===== src/rtl/di_pkg.sv =====
// Shared definitions for DI register-bus initiators: bus widths and the
// master FSM state encoding.
package di_pkg;

   localparam int unsigned DI_TERM_WIDTH   = 16;
   localparam int unsigned DI_ADDR_WIDTH   = 32;
   localparam int unsigned DI_DATA_WIDTH   = 32;
   localparam int unsigned DI_STATUS_WIDTH = 16;

   typedef enum logic [2:0] {
      ST_IDLE    = 3'd0,
      ST_WR_WAIT = 3'd1,
      ST_WR_STB  = 3'd2,
      ST_RD_REQ  = 3'd3,
      ST_RD_WAIT = 3'd4,
      ST_RD_STB  = 3'd5,
      ST_RESP    = 3'd6
   } di_state_t;

endpackage


===== src/rtl/di_timeout_counter.sv =====
// Wait-cycle counter for DI initiators. Held at zero while i_clear is high,
// counts enabled cycles and saturates at TIMEOUT. o_expired flags the enabled
// cycle whose increment reaches TIMEOUT, so a waiting FSM leaves after exactly
// TIMEOUT stalled cycles. TIMEOUT=0 never expires.
module di_timeout_counter #(
   parameter int unsigned TIMEOUT  = 1024,
   parameter int unsigned TO_WIDTH = 16
) (
   input  logic clk,
   input  logic rst_n,
   input  logic i_clear,
   input  logic i_enable,
   output logic o_expired
);

   localparam bit                  LP_ENABLED = (TIMEOUT != 32'd0);
   localparam logic [TO_WIDTH-1:0] LP_LIMIT   = TO_WIDTH'(TIMEOUT);
   localparam logic [TO_WIDTH-1:0] LP_LAST    = TO_WIDTH'(TIMEOUT - 32'd1);

   logic [TO_WIDTH-1:0] r_count;

   // Count stalled cycles, saturating at the limit
   always_ff @(posedge clk or negedge rst_n) begin
      if (!rst_n) begin
         r_count <= '0;
      end else if (i_clear) begin
         r_count <= '0;
      end else if (i_enable && (r_count != LP_LIMIT)) begin
         r_count <= r_count + 1'b1;
      end
   end

   assign o_expired = LP_ENABLED && i_enable && (r_count >= LP_LAST);

endmodule


===== src/rtl/di_master.sv =====
// DI register-bus initiator: accepts one read/write command, runs the DI
// handshake (mode, request, wait for ready, strobe) and returns data/status.
module di_master
   import di_pkg::*;
#(
   parameter int unsigned TIMEOUT  = 1024,
   parameter int unsigned TO_WIDTH = 16
) (
   input  logic                       di_clk,
   input  logic                       resetb,
   input  logic                       cmd_valid,
   output logic                       cmd_ready,
   input  logic                       cmd_write,
   input  logic [DI_TERM_WIDTH-1:0]   cmd_term,
   input  logic [DI_ADDR_WIDTH-1:0]   cmd_addr,
   input  logic [DI_DATA_WIDTH-1:0]   cmd_data,
   output logic                       rsp_valid,
   input  logic                       rsp_ready,
   output logic [DI_DATA_WIDTH-1:0]   rsp_data,
   output logic [DI_STATUS_WIDTH-1:0] rsp_status,
   output logic                       rsp_timeout,
   output logic                       rsp_noterm,
   output logic [DI_TERM_WIDTH-1:0]   di_term_addr,
   output logic [DI_ADDR_WIDTH-1:0]   di_reg_addr,
   output logic                       di_read_mode,
   output logic                       di_read_req,
   output logic                       di_read,
   output logic                       di_write_mode,
   output logic                       di_write,
   output logic [DI_DATA_WIDTH-1:0]   di_reg_datai,
   input  logic                       di_read_rdy,
   input  logic [DI_DATA_WIDTH-1:0]   di_reg_datao,
   input  logic                       di_write_rdy,
   input  logic [DI_STATUS_WIDTH-1:0] di_transfer_status,
   input  logic                       di_en
);

   di_state_t                  r_state;
   di_state_t                  w_state_nxt;
   logic                       r_live;
   logic [DI_TERM_WIDTH-1:0]   r_term;
   logic [DI_ADDR_WIDTH-1:0]   r_addr;
   logic [DI_DATA_WIDTH-1:0]   r_datai;
   logic                       r_wr_mode;
   logic                       r_rd_mode;
   logic [DI_DATA_WIDTH-1:0]   r_rsp_data;
   logic [DI_STATUS_WIDTH-1:0] r_rsp_status;
   logic                       r_rsp_timeout;
   logic                       r_rsp_noterm;

   logic w_accept;
   logic w_in_wait;
   logic w_wait_rdy;
   logic w_expired;
   logic w_timeout_hit;
   logic w_rsp_done;

   assign w_accept      = cmd_valid & cmd_ready;
   assign w_in_wait     = (r_state == ST_WR_WAIT) || (r_state == ST_RD_WAIT);
   assign w_wait_rdy    = (r_state == ST_WR_WAIT) ? di_write_rdy : di_read_rdy;
   assign w_timeout_hit = w_in_wait & ~w_wait_rdy & w_expired;
   assign w_rsp_done    = (r_state == ST_RESP) & rsp_ready;

   // Counter is held clear outside the wait states, so it starts at zero on
   // every entry; a ready cycle does not count, which lets ready win a tie.
   di_timeout_counter #(
      .TIMEOUT  (TIMEOUT),
      .TO_WIDTH (TO_WIDTH)
   ) u_timeout (
      .clk       (di_clk),
      .rst_n     (resetb),
      .i_clear   (~w_in_wait),
      .i_enable  (w_in_wait & ~w_wait_rdy),
      .o_expired (w_expired)
   );

   // State register
   always_ff @(posedge di_clk or negedge resetb) begin
      if (!resetb) r_state <= ST_IDLE;
      else         r_state <= w_state_nxt;
   end

   // Hold cmd_ready low until the first clock after reset release
   always_ff @(posedge di_clk or negedge resetb) begin
      if (!resetb) r_live <= 1'b0;
      else         r_live <= 1'b1;
   end

   // Next-state logic
   always_comb begin
      w_state_nxt = r_state;
      case (r_state)
         ST_IDLE:    if (w_accept) w_state_nxt = cmd_write ? ST_WR_WAIT : ST_RD_REQ;
         ST_WR_WAIT: begin
            if (di_write_rdy)   w_state_nxt = ST_WR_STB;
            else if (w_expired) w_state_nxt = ST_RESP;
         end
         ST_WR_STB:  w_state_nxt = ST_RESP;
         ST_RD_REQ:  w_state_nxt = ST_RD_WAIT;
         ST_RD_WAIT: begin
            if (di_read_rdy)    w_state_nxt = ST_RD_STB;
            else if (w_expired) w_state_nxt = ST_RESP;
         end
         ST_RD_STB:  w_state_nxt = ST_RESP;
         ST_RESP:    if (rsp_ready) w_state_nxt = ST_IDLE;
         default:    w_state_nxt = ST_IDLE;
      endcase
   end

   // Bus-side registers and response capture
   always_ff @(posedge di_clk or negedge resetb) begin
      if (!resetb) begin
         r_term        <= '0;
         r_addr        <= '0;
         r_datai       <= '0;
         r_wr_mode     <= 1'b0;
         r_rd_mode     <= 1'b0;
         r_rsp_data    <= '0;
         r_rsp_status  <= '0;
         r_rsp_timeout <= 1'b0;
         r_rsp_noterm  <= 1'b0;
      end else begin
         if (w_accept) begin
            r_term        <= cmd_term;
            r_addr        <= cmd_addr;
            r_datai       <= cmd_data;
            r_wr_mode     <= cmd_write;
            r_rd_mode     <= ~cmd_write;
            r_rsp_data    <= '0;
            r_rsp_status  <= '0;
            r_rsp_timeout <= 1'b0;
            r_rsp_noterm  <= 1'b0;
         end
         if (r_state == ST_WR_STB) begin
            r_rsp_status <= di_transfer_status;
            r_rsp_noterm <= ~di_en;
         end
         // Read data from an undecoded terminal is reported as zero
         if (r_state == ST_RD_STB) begin
            r_rsp_data   <= di_en ? di_reg_datao : '0;
            r_rsp_status <= di_transfer_status;
            r_rsp_noterm <= ~di_en;
         end
         if (w_timeout_hit) r_rsp_timeout <= 1'b1;
         if (w_rsp_done) begin
            r_wr_mode <= 1'b0;
            r_rd_mode <= 1'b0;
         end
      end
   end

   assign cmd_ready     = r_live & (r_state == ST_IDLE);
   assign rsp_valid     = (r_state == ST_RESP);
   assign rsp_data      = r_rsp_data;
   assign rsp_status    = r_rsp_status;
   assign rsp_timeout   = r_rsp_timeout;
   assign rsp_noterm    = r_rsp_noterm;
   assign di_term_addr  = r_term;
   assign di_reg_addr   = r_addr;
   assign di_reg_datai  = r_datai;
   assign di_write_mode = r_wr_mode;
   assign di_read_mode  = r_rd_mode;
   assign di_write      = (r_state == ST_WR_STB);
   assign di_read_req   = (r_state == ST_RD_REQ);
   assign di_read       = (r_state == ST_RD_STB);

endmodule


===== config.mk =====
export PLATFORM = sky130hd
export DESIGN_NAME = di_master
export DESIGN_NICKNAME = d
export VERILOG_FILES = /design/src/rtl/di_pkg.sv /design/src/rtl/di_timeout_counter.sv /design/src/rtl/di_master.sv
export SDC_FILE = /design/constraint.sdc
export NUM_CORES = 1
export LEC_CHECK = 0
export ABC_CLOCK_PERIOD_IN_PS = 2880
export CAP_MARGIN = 20
export CORE_MARGIN = 10
export CORE_UTILIZATION = 46
export DETAILED_ROUTE_END_ITERATION = 10
export GPL_ROUTABILITY_DRIVEN = 0
export PLACE_DENSITY = 0.87
export SETUP_SLACK_MARGIN = 0.2
export SYNTH_ARGS = -nofsm -noshare
export SYNTH_HDL_FRONTEND = slang
export SYNTH_SLANG_ARGS = --single-unit
export TNS_END_PERCENT = 30

===== constraint.sdc =====
create_clock -name di_clk -period 2.88 [get_ports di_clk]
set_input_delay 0.72 -clock di_clk [delete_from_list [all_inputs] [get_ports di_clk]]
set_output_delay 0.72 -clock di_clk [all_outputs]
set_load 0.02 [all_outputs]

======== Yosys cells after proc, flatten, opt, wreduce, memory -nomap -nowiden ========
Cells that the tools add are included.
word-level totals
  bits in latches ......................... 0
  flip-flop bits (word level) ............. 152
  ROM bits ................................ 0
  memories ................................ 0
  bits in writable memories ............... 0
  bits of input ports ..................... 136
operators by class
  mux-type cells .......................... 24
  reduce and logical (&&, ||, !) cells .... 10
  shift-type cells ........................ 0
  equality and inequality tests ........... 10
  bitwise operators ....................... 8
  div/mod/pow operators ................... 0
  add/sub/neg operators ................... 1
  $mul .................................... 0
  $lt $le $gt $ge ......................... 1
operator list
  cell                     count
  $mux W32                 3
  $mux W16                 5
  $pmux W3 S6              1
  $add A16 B1 Y16 const B  1
  $ge A16 B10 Y1 const B   1
  $ne A16 B11 Y1 const B   1
  $mux W3                  5
  $eq A3 B3 Y1 const B     3
  $mux W1                  9
  $eq A3 B2 Y1 const B     2
  $reduce_bool A2 Y1       3
  $and A1 B1 Y1            5
  $ne A2 B1 Y1 const B     2
  $eq A3 B1 Y1 const B     1
  $logic_not A3 Y1         1
  $not A1 Y1               3
  $reduce_bool A3 Y1       1
  $logic_and A1 B1 Y1      2
  $mux W2                  1
  $ne A2 B2 Y1 const B     1
  $reduce_and A2 Y1        1
  $reduce_or A2 Y1         1
  $logic_or A1 B1 Y1       1

======== Longest topological paths before layout ========
Gate-level depths: netlist of run 1.
  word-level depth ........................ 8
  mapped depth ............................ 7
  mapped depth without buffers ............ 6

======== By module ========
From an unflattened synthesis of run 1, not the netlist that was laid out.
unflattened totals
  cell total of the unflattened synthesis .. 435
  area total of the unflattened synthesis .. 6413.7 µm²
by module, submodules not included
  module              instances  sequential area each (µm²)  cells each  area each (µm²)
  di_master           1          3403.3                      336         5477.8
  di_timeout_counter  1          400.4                       99          935.9

======== Worst setup path after synthesis of run 1 ========
No wires, ideal clock.
  kind .................................... register to register
  start ................................... register r_state[0]
  end ..................................... register r_addr[10], in the netlist di_reg_addr[10]
  setup time .............................. 125 ps
  arrival time ............................ 1855 ps
  buffers on the path ..................... 3
  stages on the path, launching flop included .. 7
  data required time ...................... 2755 ps
  path slack .............................. 900 ps
  cells stage by stage .................... dfrtp_1 buf_4 nor4b_4 nand2_2 buf_6 buf_6 mux2_4
on the way
  word-level cells in the longest chain between the ends .. 3
RTL lines
  item                      line              source
  start: declaration        di_master.sv:38   di_state_t r_state;
  start signal: assignment  di_master.sv:80   else r_state <= w_state_nxt;
  $logic_not A3 Y1          di_master.sv:152  assign cmd_ready = r_live & (r_state == ST_IDLE);
  $and A1 B1 Y1             di_master.sv:152
  net cmd_ready             di_master.sv:12   output logic cmd_ready,
  $and A1 B1 Y1             di_master.sv:58   assign w_accept = cmd_valid & cmd_ready;
  end signal: assignment    di_master.sv:125  r_addr <= cmd_addr;
  end: declaration          di_master.sv:42   logic [DI_ADDR_WIDTH-1:0] r_addr;
The timed path passes the listed nets, and every way through them passes these cells.
A chain may end at the register's enable or synchronous reset.

======== Worst setup path in the final report of run 1 ========
  start ................................... register r_state[0]
  end ..................................... output di_write
on the way
  word-level cells in the longest chain between the ends .. 1
RTL lines
  item              line              source
  $eq A3 B2 Y1      di_master.sv:163  assign di_write = (r_state == ST_WR_STB);
  end: declaration  di_master.sv:29   output logic di_write,
No other way between the ends.

==> results of run 1 <==
[stage by stage]
stage	instances	setup WS, ns	hold slack, ns	util
4_1_cts	897	0.158	0.191	0.745
5_1_grt	903	0.176	0.199	0.749
3_5_place_dp	865	0.316	0.485	0.693
3_3_place_gp	865	0.384	0.464	0.693
6_report	903	0.261	0.190	0.749
2_1_floorplan	430	0.900	0.424	-
[sequential cells by signal (all words and copies together) (netlist names), 3 cells and up]
name and count:
rsp_status 16, u_timeout.r_count 16, di_term_addr 16, di_reg_datai 32
di_reg_addr 32, rsp_data 32, r_state 3
[routing by layer]
layer,up-vias,GRT usage
li1,2161,-
met1,2420,0.239
met2,212,0.383
met3,34,0.0762
met4,0,0.0650
met5,-,0
[what timing repair did]
| item | in CTS | in global routing |
|---|---|---|
| buffers inserted | 0 | 6 |
| setup endpoints to repair | 5 | 3 |
| resized for setup | 4 | 1 |
[area by class of cell]
cell class                 instances  area (um2)  share of cell area
clock inverter                    12         220              0.0221
timing repair buffer             289        2900               0.292
multi-input combinational        248        2320               0.233
sequential                       152        3810               0.382
inverter                           6        22.5             0.00226
clock buffer                      20         467              0.0469
tap                              176         220              0.0221
[worst max path at each step]
stage / cells after the start / from / slack [ns] / endpoint
floorplan: 6 / r_state[0] / 0.90 / di_reg_addr[10]
global placement: 5 / di_write_rdy / 0.38 / u_timeout.r_count[15]
detailed placement: 5 / di_write_rdy / 0.32 / u_timeout.r_count[15]
CTS: 2 / r_state[1] / 0.16 / di_read
global route: 3 / r_state[0] / 0.18 / di_write
finish: 3 / r_state[0] / 0.26 / di_write
[power breakdown]
group	switching (mW)	internal (mW)	total (mW)
logic	2.47	2.70	5.17
clock network	0.858	1.69	2.55
registers	0.567	3.01	3.58
[cell usage in the layout (no fill, tap or decap), types with 10 or more instances in the layout]
master and count:
nand2_1 10, mux2_2 35, dfrtp_1 149, clkdlybuf4s50_1 269, o21ai_0 10, clkbuf_16 17, buf_4 13, mux2_4 46
a21oi_1 14, a22o_1 48
[logic make-up after synthesis]
kind of cell | after synthesis
muxes | 83
adders and majority gates | 2
and+or+nand+nor | 69
other | 1
AOI/OAI and AO/OA | 90
DFF | 152
xor gates and xnor gates | 3
buffers and inverters | 30
[worst max-delay path: cells and delay by family (launching register included)]
kind	cells	cell delay, ns
simple gates	2	0.35
buf+inv	1	0.62
flops	1	0.51
==> flow_summary.ini, run 1 <==
[logic_synthesis]
synth_fp_nets = 568
synth_top_area_share = 0.605
async_flop_share = 1.00
synth_common_cells = 152 x dfrtp_1, 48 x a22o_1, 46 x mux2_4
ys.flop_type = dfrtp_1
synth_fa_ha_area_frac = 0.00398
synth_xor_area_frac = 0.00418
synth_most_common_cell = dfrtp_1
synth_area_per_cell_um2 = 14.6
synth_compound_area_frac = 0.110
yosys.area.top_type = dfrtp_1
netlist_area_um2 = 6280
synthSimpleGateAreaFrac = 0.0723
synthMuxAreaShare = 0.176
ys_ff_latch = 152
synthCells = 430
synth_area_leaders = dfrtp_1 61%, mux2_4 11%, a22o_1 6.7%
synth_top_family_by_area = multiplexers
ys_warn_count = 0
synth-edff-count = 0
seq_area_frac_synth = 0.605
ys_types = 48

[clocking]
root_buffer = clkbuf_16
cts_buffer_depth = 2
cts_buffers = 17
cts.sinks = 152
cts_hold_buf = 0
cts_tree = done
htreeDepth = 4
clk_pin_slew_ns = 0.06
worstSkewPairLatency_ns = 0.42

[timing]
tightest_slew_ns = 0.769
fin_setup_tns_ns = 0
timing.final.crit_period_ns = 2.62
setup_viol = 0
final_max_slew_viol_count = 0
skew_ns = 0.00776
rsz0062_at_grt = yes
finalCritPeriodShare = 0.909
relSlewSlack = 0.487
max_freq_mhz = 382
hold_viol = 0

[pwr]
power_density_nw_per_um2 = 1140
finalPower_mw = 11.3
ir_drop_v = 0.000609
p_leak_nw = 4.47

[outcome]
outcome = finished, final reports clean

[drt]
routed-wl-met2_um = 10700
ant_nets = 0
drt-initial-drc-count = 323
wirelength_um = 20400
num_vias = 4827
first_pass_iters = 4
drc = 0
highest_layer = met4
avgViaCountPerCell = 5.35
post_drt_wl_per_cell_um = 22.6
dr_wl_met3_um = 1740
met1_length_um = 7610

[critical_path]
critPathKind = register to output port
crit_chain = nor2_1 > and2_1 > clkdlybuf4s50_1
arrival_ns = 1.90
timing.rr.start = r_state[1]
cp_max_fo = 13
slowest_delay_ns = 0.62
r2r-end = di_term_addr[4]
critPathLaunchType = register
r2r_cells = 6
crit_path_top_delay_cell = clkdlybuf4s50_1
rrSetupSlack_ns = 0.70
crit_path_end_kind = output port
cp.required_ns = 2.16

[grt]
gr-total-overflow = 0
antenna_found_initial = 0
grt_pass1_wl_um = 31200
grt_usage = 0.217
first_global_vias = 5201
grt_max_degree = 61

[cells_and_area]
fillers = 835
final_nets = 852
fin_area_um2 = 9960
diodes = 0
syn2layout_area_growth_pct = 58.4
layout-drive-gt1-share = 0.199

[floorplanning]
die_area_um2 = 18700
fp.dieW_um = 137
start_util = 0.473
io_pins = 273
die_y_um = 137
core_region_area_um2 = 13300
std_cell_rows = 42

[job]
cap_viol_max_count = 0

[place]
port_buffers = 272
hpwl_um = 15200
place_area_um2 = 9220

[worst_hold_path]
hold_path_class = input pin to asynchronous set/reset pin
No activity file was read; power rests on OpenSTA's default activity.
==> run 2: changes to the inputs <==
--- a/config.mk
+++ b/config.mk
@@ -6,8 +6,6 @@
 export NUM_CORES = 1
 export LEC_CHECK = 0
 export ABC_CLOCK_PERIOD_IN_PS = 2880
-export CAP_MARGIN = 20
-export CORE_MARGIN = 10
 export CORE_UTILIZATION = 46
 export DETAILED_ROUTE_END_ITERATION = 10
 export GPL_ROUTABILITY_DRIVEN = 0
==> run 2 against run 1 <==
Against the previous run:
- combinational power fell by 4%
- utilization fell by 1.0 points
- sequential share of layout area rose by 0.53 points
- clock skew fell by 0.0012 ns
- critical path type unchanged
- non-clock buffer count fell by 9
- critical path depth did not move
- register-to-register slack improved by 0.09 ns
- largest power group unchanged
- largest cell class unchanged
- die area fell by 25%
- via count fell by 0.52%
- clock-buffer cell count rose by 3
==> flow_summary.ini, run 2 (synthesized netlist as in run 1, its figures left out) <==
[critical_path]
arrival_ns = 1.95
critPathLaunchType = register
crit_chain = nor2b_1 > and2_1 > clkdlybuf4s50_1
cp.required_ns = 2.16
cp_max_fo = 15
crit_path_end_kind = output port
slowest_delay_ns = 0.62
critPathKind = register to output port
crit_path_top_delay_cell = clkdlybuf4s50_1

[clocking]
cts_setup_buffers = 0
cts.sinks = 152
cts_buffers = 17
clk_pin_slew_ns = 0.06
root_buffer = clkbuf_16
cts_buffer_depth = 2
worstSkewPairLatency_ns = 0.42
cts_tree = done
htreeDepth = 4

[place]
hpwl_um = 12100
port_buffers = 272

[drt]
post_drt_wl_per_cell_um = 19.6
drt-initial-drc-count = 263
ant_nets = 0
avgViaCountPerCell = 5.38
num_vias = 4802
first_pass_iters = 4
wirelength_um = 17500
drc = 0

[cells_and_area]
final_util = 0.739
diodes = 0
final_nets = 843
final_cell_mix = 270 x clkdlybuf4s50_1, 149 x dfrtp_1, 48 x a22o_1, 46 x mux2_4, 35 x mux2_2
syn2layout_area_growth_pct = 56.3
final_common_cell = clkdlybuf4s50_1
fillers = 852
layout-drive-gt1-share = 0.187

[grt]
grt_pass1_wl_um = 27600
grt_usage = 0.258
antenna_found_initial = 0
gr-total-overflow = 0
first_global_vias = 4966
grt_max_degree = 68

[floorplanning]
die_y_um = 119
io_pins = 273
fp.dieW_um = 119
core_region_area_um2 = 13300
start_util = 0.473
std_cell_rows = 42
die_area_um2 = 14100

[timing]
finalCritPeriodShare = 0.926
tightest_slew_ns = 0.720
final_max_slew_viol_count = 0
max_freq_mhz = 375
relSlewSlack = 0.520
fin_setup_tns_ns = 0
hold_viol = 0
timing.final.crit_period_ns = 2.67
skew_ns = 0.00658
rsz0062_at_grt = yes
setup_viol = 0

[pwr]
power_density_nw_per_um2 = 1110
ir_drop_v = 0.000579
p_leak_nw = 4.41

[job]
cap_viol_max_count = 0

[worst_hold_path]
hold_path_class = input pin to asynchronous set/reset pin

[outcome]
outcome = finished, final reports clean
[run 2: layer usage]
metal | routed length (um) | GRT usage
met3 | 1030 | 0.0670
met2 | 8990 | 0.443
met1 | 7080 | 0.316
met4 | 414 | 0.0839
met5 | 0 | 0
[run 2: worst max-delay path, delay by kind of cell (launching register included)]
family                 cells  cell delay [ns]
flip-flops                 1             0.55
AND/OR/NAND/NOR            2             0.36
buffers and inverters      1             0.62
[run 2: per-stage QoR]
stage	power (mW)	hold WS [ns]	instance area (um2)	worst slack (ns)	instances
2_1_floorplan	6.20	0.424	6280	0.900	430
4_1_cts	10.9	0.296	9800	0.171	891
3_3_place_gp	8.37	0.463	9180	0.376	861
3_5_place_dp	8.53	0.478	9180	0.285	861
6_report	10.9	0.279	9820	0.213	892
5_1_grt	11.4	0.309	9820	0.119	892
[run 2: timing repair]
item                                    4_1_cts  5_1_grt
endpoints found under the setup margin        5        5
resized for setup                             3        1
hold buffers                                  0        0
endpoints found under the hold margin         0        0
pin swaps                                     0        0
[run 2: worst paths after layout]
path                                 startpoint              endpoint  slack (ns)  cells after the start
setup / recovery                     r_state[1]           di_read_req        0.21                      3
hold / removal                           resetb            r_state[0]        0.28                      1
setup reg to reg           u_timeout.r_count[0]  u_timeout.r_count[1]        0.79                      6
hold reg to reg                     rsp_timeout           rsp_timeout        0.49                      2
max in group asynchronous                resetb      di_reg_datai[20]        1.82                      2
min in group di_clk                 rsp_timeout           rsp_timeout        0.49                      2
[run 2: area by class of cell]
cell class | count | area (um2) | area share
clock buffer | 23 | 508 | 0.0517
timing repair buffer | 280 | 2830 | 0.288
multi-input combinational | 248 | 2320 | 0.236
sequential | 152 | 3810 | 0.388
tap | 176 | 220 | 0.0224
clock inverter | 7 | 114 | 0.0116
inverter | 6 | 22.5 | 0.00229
[run 2: report_power, final]
part	switching [mW]	internal, mW	leakage [nW]
Sequential	0.574	3.01	1.91
Combinational	2.31	2.67	2.19
Clock	0.836	1.49	0.311
==> run 3: changes to the inputs <==
--- a/config.mk
+++ b/config.mk
@@ -10,6 +10,7 @@
 export DETAILED_ROUTE_END_ITERATION = 10
 export GPL_ROUTABILITY_DRIVEN = 0
 export PLACE_DENSITY = 0.87
+export REMOVE_ABC_BUFFERS = 1
 export SETUP_SLACK_MARGIN = 0.2
 export SYNTH_ARGS = -nofsm -noshare
 export SYNTH_HDL_FRONTEND = slang
==> run 3 against run 2 <==
Against the previous run:
- design area is 0.18% lower
- worst hold slack worse by 0.014 ns
- combinational power hardly changed
- via count is 0.29% lower
- sequential share of layout area is 0.069 points higher
- clock-buffer cell count is 3 lower
- first-iteration DRC count is 14% higher
- die area stayed put
- utilization is 0.13 points lower
- power is 0.47% lower
- clock skew is 0.0022 ns higher
- critical endpoint unchanged
- highest routed layer unchanged
==> flow_summary.ini, run 3 (synthesized netlist as in run 1, its figures left out) <==
[outcome]
outcome = finished, final reports clean

[place]
place_area_um2 = 9190
port_buffers = 272
pre_cts_ws_ns = 0.286
dp.cells = 861
hpwl_um = 12500

[critical_path]
critPathTopFamily = buffers and inverters
cp_num_cells = 3
arrival_ns = 1.98
crit_path_top_delay_cell = clkdlybuf4s50_1
cp_max_fo = 15
r2r_cells = 5
crit_path_end_kind = output port
critPathBufInv = 1
critPathKind = register to output port
slowest_delay_ns = 0.60
critPathLaunchType = register
crit_chain = nor2b_1 > and2_1 > clkdlybuf4s50_1
cp.required_ns = 2.16

[worst_hold_path]
hold_path_class = input pin to asynchronous set/reset pin

[grt]
gr-total-overflow = 0
grt_usage = 0.259
grt_max_degree = 66
antenna_found_initial = 0
grt_pass1_wl_um = 28000
first_global_vias = 5048

[drt]
drt-initial-drc-count = 301
wirelength_um = 17500
ant_nets = 0
post_drt_wl_per_cell_um = 19.6
drc = 0
avgViaCountPerCell = 5.36
first_pass_iters = 4
num_vias = 4788

[timing]
max_freq_mhz = 371
setup_slack_ns = 0.184
setup_viol = 0
finalCritPeriodShare = 0.936
timing.final.crit_period_ns = 2.70
hold_viol = 0
tightest_slew_ns = 0.681
rsz0062_at_grt = yes
skew_ns = 0.00882
relSlewSlack = 0.546
final_max_slew_viol_count = 0

[clocking]
htreeDepth = 4
cts_buffers = 17
cts.sinks = 152
cts_hold_buf = 0
cts_buffer_depth = 2
cts_tree = done
root_buffer = clkbuf_16
worstSkewPairLatency_ns = 0.42
clk_pin_slew_ns = 0.06

[floorplanning]
io_pins = 273
core_region_area_um2 = 13300
die_y_um = 119
std_cell_rows = 42
fp.dieW_um = 119
die_area_um2 = 14100
start_util = 0.473

[cells_and_area]
final_common_cell = clkdlybuf4s50_1
layout-drive-gt1-share = 0.188
diodes = 0
stdcell_count = 893
fin_area_um2 = 9800
syn2layout_area_growth_pct = 56.0
fillers = 824
final_cell_mix = 270 x clkdlybuf4s50_1, 149 x dfrtp_1, 48 x a22o_1, 46 x mux2_4, 35 x mux2_2
final_nets = 842

[pwr]
p_leak_nw = 4.39
ir_drop_v = 0.000691
power_density_nw_per_um2 = 1110

[job]
cap_viol_max_count = 0
-- run 3: cell types whose count changed in the layout (fill, tap and decap cells not counted), moves of 2 or more --
cell,before,now
clkbuf_8,6,3
clkinv_2,3,1
clkinv_4,0,3
clkinvlp_4,0,3
inv_6,1,3
-- run 3: power breakdown --
group          internal, mW  switching (mW)
Sequential             3.01           0.581
Clock                  1.35           0.897
Combinational          2.66            2.34
-- run 3: through the flow --
stage	total power [mW]	hold slack, ns	setup TNS (ns)	utilization
after floorplan	6.13	0.424	-15.42	-
after global placement	8.39	0.464	0	0.691
after detailed placement	8.59	0.463	0	0.691
after CTS	10.9	0.295	0	0.737
after global routing	11.3	0.328	0	0.737
final	10.8	0.264	0	0.737
-- run 3: layout make-up --
class | count | area (um2) | area share
clock buffers | 20 | 467 | 0.0476
clock inverters | 12 | 140 | 0.0143
inverters | 6 | 22.5 | 0.00230
multi-input cells | 248 | 2320 | 0.236
flip-flops and latches | 152 | 3810 | 0.388
well taps | 176 | 220 | 0.0225
repair buffers | 279 | 2830 | 0.289
-- run 3: final timing paths --
kind	from	end	slack (ns)
setup / recovery	r_state[1]	di_read_req	0.18
hold / removal	resetb	r_state[0]	0.26
min in group di_clk	rsp_timeout	rsp_timeout	0.47
hold reg to reg	rsp_timeout	rsp_timeout	0.47
max in group asynchronous	resetb	di_reg_addr[24]	1.91
setup reg to reg	r_state[1]	di_term_addr[2]	0.82
-- run 3: repair_timing --
| action | in CTS | in global routing |
|---|---|---|
| endpoints found under the setup margin | 5 | 5 |
| setup buffers | 0 | 0 |
| resized for setup | 3 | 1 |
-- run 3: metal layers --
layer | GRT usage | vias up | wire [um]
met5 | 0 | - | 0
met4 | 0.0783 | 0 | 314
met3 | 0.0699 | 27 | 1050
met2 | 0.459 | 204 | 9250
met1 | 0.307 | 2421 | 6850
li1 | - | 2136 | -
